--- config.mk ---
export PLATFORM = sky130hd
export DESIGN_NAME = r5fp_cvt_sched
export DESIGN_NICKNAME = d
export VERILOG_FILES = /design/src/rtl/r5fp_cvt_sched_pkg.sv /design/src/rtl/r5fp_rr_arbiter.sv /design/src/rtl/r5fp_cvt_sched.sv
export SDC_FILE = /design/constraint.sdc
export NUM_CORES = 1
export LEC_CHECK = 0
export ABC_AREA = 1
export ABC_CLOCK_PERIOD_IN_PS = 9600
export CAP_MARGIN = 20
export CELL_PAD_IN_SITES_DETAIL_PLACEMENT = 0
export CELL_PAD_IN_SITES_GLOBAL_PLACEMENT = 1
export CORE_AREA = 2 2 76 133
export DETAILED_ROUTE_END_ITERATION = 10
export DIE_AREA = 0 0 78 135
export GPL_ROUTABILITY_DRIVEN = 0
export PLACE_DENSITY_LB_ADDON = 0.1
export RECOVER_POWER = 50
export SYNTH_ARGS = -nofsm -noshare
export SYNTH_HDL_FRONTEND = slang
export SYNTH_SLANG_ARGS = --single-unit
--- constraint.sdc ---
create_clock -name clk -period 9.6 [get_ports clk]
set_clock_uncertainty 0.1 [all_clocks]
set_input_delay 0.96 -clock clk [delete_from_list [all_inputs] [get_ports clk]]
set_output_delay 0.96 -clock clk [all_outputs]
set_load 0.005 [all_outputs]
--- src/rtl/r5fp_cvt_sched_pkg.sv ---
// Shared constants and helpers for the fp exponent-resize scheduler.
// Narrow format: {sign, exp[EXP_W], sig[SIG_W]}; wide format uses EXP_W+1 exponent bits.
package r5fp_cvt_sched_pkg;

   localparam int unsigned DEF_SIG_W = 10;
   localparam int unsigned DEF_EXP_W = 5;
   localparam int unsigned DEF_NARROW_W = DEF_SIG_W + DEF_EXP_W + 1;
   localparam int unsigned DEF_WIDE_W = DEF_SIG_W + DEF_EXP_W + 2;

   localparam logic OP_WIDEN  = 1'b0;
   localparam logic OP_NARROW = 1'b1;

   // Wide bias minus narrow bias: (2^EXP_W - 1) - (2^(EXP_W-1) - 1)
   function automatic int unsigned biasDiff(input int unsigned expW);
      return 32'd1 << (expW - 1);
   endfunction

   function automatic int unsigned tagWidth(input int unsigned n);
      return (n > 1) ? $clog2(n) : 1;
   endfunction

   localparam int unsigned DEF_BIAS_DIFF = biasDiff(DEF_EXP_W);

   // Wide exponents that land in the narrow denormal range
   localparam int unsigned EXP_DENORMAL_MIN = 1;
   localparam int unsigned EXP_DENORMAL_MAX = DEF_BIAS_DIFF;

endpackage

--- src/rtl/r5fp_rr_arbiter.sv ---
// Round-robin grant among NREQ requesters; pointer moves past the winner on advance.
module r5fp_rr_arbiter #(
   parameter int unsigned NREQ  = 2,
   parameter int unsigned TAG_W = 1
) (
   input  logic             clk,
   input  logic             rstn,
   input  logic [NREQ-1:0]  req,
   input  logic             advance,
   output logic [TAG_W-1:0] grant,
   output logic [NREQ-1:0]  onehot
);

   logic [TAG_W-1:0] ptr;
   logic             found;

   // Search from ptr upward with wrap; first requester wins
   always_comb begin
      grant  = '0;
      onehot = '0;
      found  = 1'b0;
      for (int k = 0; k < int'(NREQ); k++) begin
         for (int i = 0; i < int'(NREQ); i++) begin
            if (!found && req[i] &&
                (i == ((int'(ptr) + k) % int'(NREQ)))) begin
               found     = 1'b1;
               grant     = TAG_W'(i);
               onehot[i] = 1'b1;
            end
         end
      end
   end

   always_ff @(posedge clk) begin
      if (!rstn) begin
         ptr <= '0;
      end else if (advance) begin
         ptr <= (grant == TAG_W'(NREQ - 1)) ? '0 : grant + TAG_W'(1);
      end
   end

endmodule

--- src/rtl/r5fp_cvt_sched.sv ---
// Shares one widen/narrow exponent-resize datapath between NREQ requesters
// through a round-robin arbiter and a 2-stage stallable pipeline.
module r5fp_cvt_sched
   import r5fp_cvt_sched_pkg::*;
#(
   parameter int unsigned SIG_W = DEF_SIG_W,
   parameter int unsigned EXP_W = DEF_EXP_W,
   parameter int unsigned NREQ  = 2
) (
   input  logic                                   clk,
   input  logic                                   rstn,
   input  logic [NREQ-1:0]                        req_valid,
   output logic [NREQ-1:0]                        req_ready,
   input  logic [NREQ-1:0]                        req_op,
   input  logic [NREQ*(SIG_W+EXP_W+2)-1:0]        req_a,
   output logic                                   out_valid,
   input  logic                                   out_ready,
   output logic [tagWidth(NREQ)-1:0]              out_tag,
   output logic                                   out_op,
   output logic [SIG_W+EXP_W+1:0]                 out_z
);

   localparam int unsigned W         = SIG_W + EXP_W + 2;
   localparam int unsigned EW        = EXP_W + 1;
   localparam int unsigned TAG_W     = tagWidth(NREQ);
   localparam int unsigned BIAS_DIFF = biasDiff(EXP_W);
   localparam int unsigned DEN_MIN   = EXP_DENORMAL_MIN;
   localparam int unsigned DEN_MAX   = BIAS_DIFF;

   // Narrow -> wide; operand bit W-1 is ignored
   function automatic logic [W-1:0] expInc(input logic [W-1:0] a);
      logic [EXP_W-1:0] e;
      logic [SIG_W-1:0] s;
      logic [W-1:0]     z;
      int unsigned      lz;
      logic             hit;
      e = a[W-3:SIG_W];
      s = a[SIG_W-1:0];
      z = '0;
      z[W-1] = a[W-2];
      lz  = 0;
      hit = 1'b0;
      for (int i = SIG_W - 1; i >= 0; i--) begin
         if (!hit) begin
            if (s[i]) hit = 1'b1;
            else      lz  = lz + 1;
         end
      end
      if (e == '0 && s == '0) begin
         z[W-2:0] = '0;
      end else if (e == '0) begin
         z[W-2:SIG_W]   = EW'(BIAS_DIFF - lz);
         z[SIG_W-1:0]   = s << (lz + 1);
      end else if (e == '1) begin
         z[W-2:SIG_W]   = '1;
         z[SIG_W-1:0]   = s;
      end else begin
         z[W-2:SIG_W]   = EW'(e) + EW'(BIAS_DIFF);
         z[SIG_W-1:0]   = s;
      end
      return z;
   endfunction

   // Wide -> narrow; result zero-extended to W bits
   function automatic logic [W-1:0] expDec(input logic [W-1:0] a);
      logic [EW-1:0]    e;
      logic [SIG_W-1:0] s;
      logic [SIG_W:0]   mant;
      logic [W-1:0]     z;
      int unsigned      shAmt;
      e = a[W-2:SIG_W];
      s = a[SIG_W-1:0];
      mant = {1'b1, s};
      shAmt = 1 + DEN_MAX - 32'(e);
      z = '0;
      z[W-2] = a[W-1];
      if (e == '0) begin
         z[W-3:0] = '0;
      end else if (e == '1) begin
         z[W-3:SIG_W] = '1;
         z[SIG_W-1:0] = s;
      end else if (e >= EW'(DEN_MIN) && e <= EW'(DEN_MAX)) begin
         z[W-3:SIG_W] = '0;
         z[SIG_W-1:0] = SIG_W'(mant >> shAmt);
      end else begin
         z[W-3:SIG_W] = EXP_W'(e - EW'(BIAS_DIFF));
         z[SIG_W-1:0] = s;
      end
      return z;
   endfunction

   logic             stage1En, stage2En, anyReq, accept;
   logic [TAG_W-1:0] grant;
   logic [NREQ-1:0]  onehot;
   logic             selOp;
   logic [W-1:0]     selA, cvtZ;

   logic             s1Valid, s1Op;
   logic [TAG_W-1:0] s1Tag;
   logic [W-1:0]     s1A;
   logic             s2Valid, s2Op;
   logic [TAG_W-1:0] s2Tag;
   logic [W-1:0]     s2Z;

   assign stage2En  = !s2Valid | out_ready;
   assign stage1En  = !s1Valid | stage2En;
   assign anyReq    = |req_valid;
   assign accept    = anyReq & stage1En & rstn;
   assign req_ready = onehot & {NREQ{stage1En & rstn}};

   r5fp_rr_arbiter #(
      .NREQ  (NREQ),
      .TAG_W (TAG_W)
   ) u_arb (
      .clk     (clk),
      .rstn    (rstn),
      .req     (req_valid),
      .advance (accept),
      .grant   (grant),
      .onehot  (onehot)
   );

   // Operand mux driven by the one-hot grant
   always_comb begin
      selOp = OP_WIDEN;
      selA  = '0;
      for (int i = 0; i < int'(NREQ); i++) begin
         if (onehot[i]) begin
            selOp = req_op[i];
            selA  = req_a[i*W +: W];
         end
      end
   end

   assign cvtZ = (s1Op == OP_NARROW) ? expDec(s1A) : expInc(s1A);

   always_ff @(posedge clk) begin
      if (!rstn) begin
         s1Valid <= 1'b0;
         s2Valid <= 1'b0;
      end else begin
         if (stage1En) s1Valid <= anyReq;
         if (stage2En) s2Valid <= s1Valid;
      end
   end

   // Payload registers carry no reset; qualified by the valid bits
   always_ff @(posedge clk) begin
      if (stage1En) begin
         s1Op  <= selOp;
         s1Tag <= grant;
         s1A   <= selA;
      end
      if (stage2En) begin
         s2Op  <= s1Op;
         s2Tag <= s1Tag;
         s2Z   <= cvtZ;
      end
   end

   assign out_valid = s2Valid;
   assign out_tag   = s2Tag;
   assign out_op    = s2Op;
   assign out_z     = s2Z;

endmodule

==> flow_metrics.py <==
metrics = {
    "critical_path": {
        "cp-end-kind": "flop",
        "startpoint": "s1A[8]",
        "cpMostUsedCell": "inv_1",
        "reg2reg_to": "out_z[8]",
        "worst-path-max-fanout": 11,
        "cp_data_arrival_time_ns": 6.48,
        "max_stage_delay_ns": 0.45,
        "rrSetupSlack_ns": 3.07,
        "critPathKind": "flop to flop",
        "ff2ff_path_depth": 41,
        "crit_required_ns": 9.55,
        "start_kind": "flop",
        "r2r_start": "s1A[8]",
        "critPathSlowestCell": "ha_1",
    },
    "synth": {
        "synth_compound_area_frac": 0.205,
        "postSynthAreaPerCell_um2": 7.36,
        "ys_types": 49,
        "synthArstFlopShare": 0,
        "synth_commonest_cells": "nand2_1 (103), inv_1 (76), nor2_1 (46)",
        "yosys.cell_count.top_type": "nand2_1",
        "ys_seq_area_frac": 0.322,
        "netlist_area_um2": 3730,
        "ys.flop_type": "edfxtp_1",
        "synth_cells": 507,
        "synth_top_family_by_area": "simple AND/OR/NAND/NOR gates",
        "synth_edf_count": 38,
        "yosys.area.top_type_share": 0.306,
        "synth-simple-area-share": 0.321,
        "synth_largest_area_cell": "edfxtp_1",
        "synth_fp_nets": 558,
        "synth_fa_ha_area_frac": 0.0335,
        "synthTopCellsByArea": "edfxtp_1 (31%), nand2_1 (10%), inv_1 (7.6%)",
        "yosys_warnings": 0,
        "synth_xor_area_frac": 0.0144,
        "ys_seq_elements": 41,
        "synthMuxAreaShare": 0.00268,
    },
    "grt": {
        "grtUsageTotal": 0.211,
        "grt_pass1_wl_um": 17400,
        "grt.overflow.total": 0,
        "grt_max_degree": 23,
        "antenna_found_initial": 0,
        "grt_pass1_vias": 3586,
    },
    "detailed_routing": {
        "wirelength_um": 10600,
        "first_pass_iters": 4,
        "wl_per_cell_um": 15.4,
        "vias_per_cell": 5.29,
        "final_antenna_net_count": 0,
        "post-route-drc-count": 0,
        "via_count": 3641,
        "drtIter0Drc": 188,
    },
    "clocking": {
        "clk_pin_slew_ns": 0.06,
        "cts-resized-gates": 0,
        "cts_buffers": 5,
        "postCtsHoldBufs": 0,
        "cts_sinks": 41,
        "clock_path_buffers": 2,
        "htreeDepth": 2,
        "clock_latency_ns": 0.29,
        "root_buffer": "clkbuf_16",
        "cts_tree": "yes",
        "cts_setup_buffers": 0,
    },
    "timing": {
        "min_period_ns": 6.53,
        "drv_slew": 0,
        "rsz0062_at_grt": "no",
        "slew_headroom": 0.335,
        "hold_viol_final": 0,
        "fin_tns_setup_ns": 0,
        "worst_slew_pin_slew_ns": 0.995,
        "setup_viol": 0,
        "fmax_ghz": 0.153,
        "post-route-period-util": 0.680,
        "whs_ns": 0.343,
    },
    "placement": {
        "hpwl_um": 8830,
        "portBuffers": 62,
    },
    "cells_and_area": {
        "antenna_cells": 0,
        "layout-drive-gt1-share": 0.117,
        "area_delta_synth_final_pct": 24.1,
        "nets": 616,
        "nFillCells": 988,
    },
    "pwr": {
        "p_leak_uw": 0.00205,
        "irDropWorstVdd_mv": 0.0982,
        "power.density_nw_per_um2": 162,
    },
    "flow_run": {
        "maxCapViolCount": 0,
    },
    "min_path": {
        "hold_path_class": "flop to flop",
        "hold_depth": 0,
        "worstHoldEndpoint": "out_tag",
        "hp-start": "s1Tag",
    },
    "floorplan": {
        "coreArea_um2": 9410,
        "chipHeight_um": 135,
        "die_w_um": 78,
        "dieArea_um2": 10500,
        "ios": 63,
        "rows": 47,
        "start_util": 0.396,
    },
    "outcome": {
        "run_status": "finished, final reports clean",
    },
}
critical path, delay by kind of cell (launching register included):
kind,cells,cell delay [ns]
AO/OA/AOI/OAI,6,1.10
multiplexers,1,0.20
AND/OR/NAND/NOR,14,1.01
flip-flops,1,0.41
adder cells (fa/ha/maj),8,2.44
buffers and inverters,12,1.02
sequential cells by signal, summed over array words and instances (netlist names):
name	flops
out_z	17
s1A	17
out_op	1
out_tag	1
out_valid	1
s1Op	1
s1Tag	1
s1Valid	1
u_arb.ptr	1
final cells by class:
type	instances	area (µm²)	share of cell area
tap	122	153	0.0330
clock buffer	5	125	0.0270
multi-input combinational	367	2150	0.464
timing repair buffer	64	632	0.136
clock inverter	3	46.3	0.0100
inverter	86	323	0.0697
sequential	41	1200	0.259
worst max-delay path by stage:
stage / to / slack (ns) / cells after the start
after global placement: out_z[8] / 3.18 / 42
after global routing: out_z[8] / 2.29 / 42
after detailed placement: out_z[8] / 3.07 / 41
after floorplan: out_z[8] / 3.80 / 41
final: out_z[8] / 3.07 / 41
after CTS: out_z[8] / 3.06 / 41
placed cells by master (no fill, tap or decap), types with 2 or more instances in the layout:
master,n
o211ai_1,4
a22oi_1,6
nand2_2,14
a22o_1,18
edfxtp_1,38
nor2_4,6
ha_1,10
a21oi_1,27
inv_1,76
clkbuf_16,5
clkdlybuf4s50_1,41
nor3_1,2
o2111ai_1,3
nand3_2,4
o22ai_1,9
xor2_1,2
o21ai_1,8
clkinv_1,2
dlygate4sd3_1,21
nand3_1,26
nor2_2,4
nand2_1,103
o21ai_0,35
a21oi_2,2
dfxtp_1,3
inv_2,8
nor2_1,46
nand2_4,9
nand3_4,3
nand4_1,6
kinds of logic after synthesis:
family	count (synthesis)
and+or+nand+nor	231
AOI/OAI and AO/OA	121
buffers and inverters	99
DFF	41
adders and majority gates	10
xor gates and xnor gates	4
muxes	1
through the flow:
step / std cells / cell area (µm²) / total power, µW / worst slack (ns) / util
after floorplan: 507 / 3730 / 447 / 3.80 / -
after global placement: 680 / 4460 / 558 / 3.18 / 0.474
after CTS: 688 / 4630 / 758 / 3.06 / 0.492
after detailed placement: 680 / 4460 / 560 / 3.07 / 0.474
after global routing: 688 / 4630 / 797 / 2.29 / 0.492
final: 688 / 4630 / 748 / 3.07 / 0.492
layer usage:
layer | part of all wire | wire [µm] | GRT usage | vias to the layer above
met4 | 0.038 | 402 | 0.104 | 0
met2 | 0.58 | 6130 | 0.427 | 123
met3 | 0.035 | 374 | 0.0167 | 25
li1 | - | - | - | 1827
met5 | 0 | 0 | 0 | -
met1 | 0.35 | 3720 | 0.208 | 1666
report_power, final:
part	switching [µW]	total, µW	internal, µW
combinational	188	304	117
sequential	18.8	246	227
clock	74.4	197	123
total	281	748	467
Power figures use the tool's default switching activity.
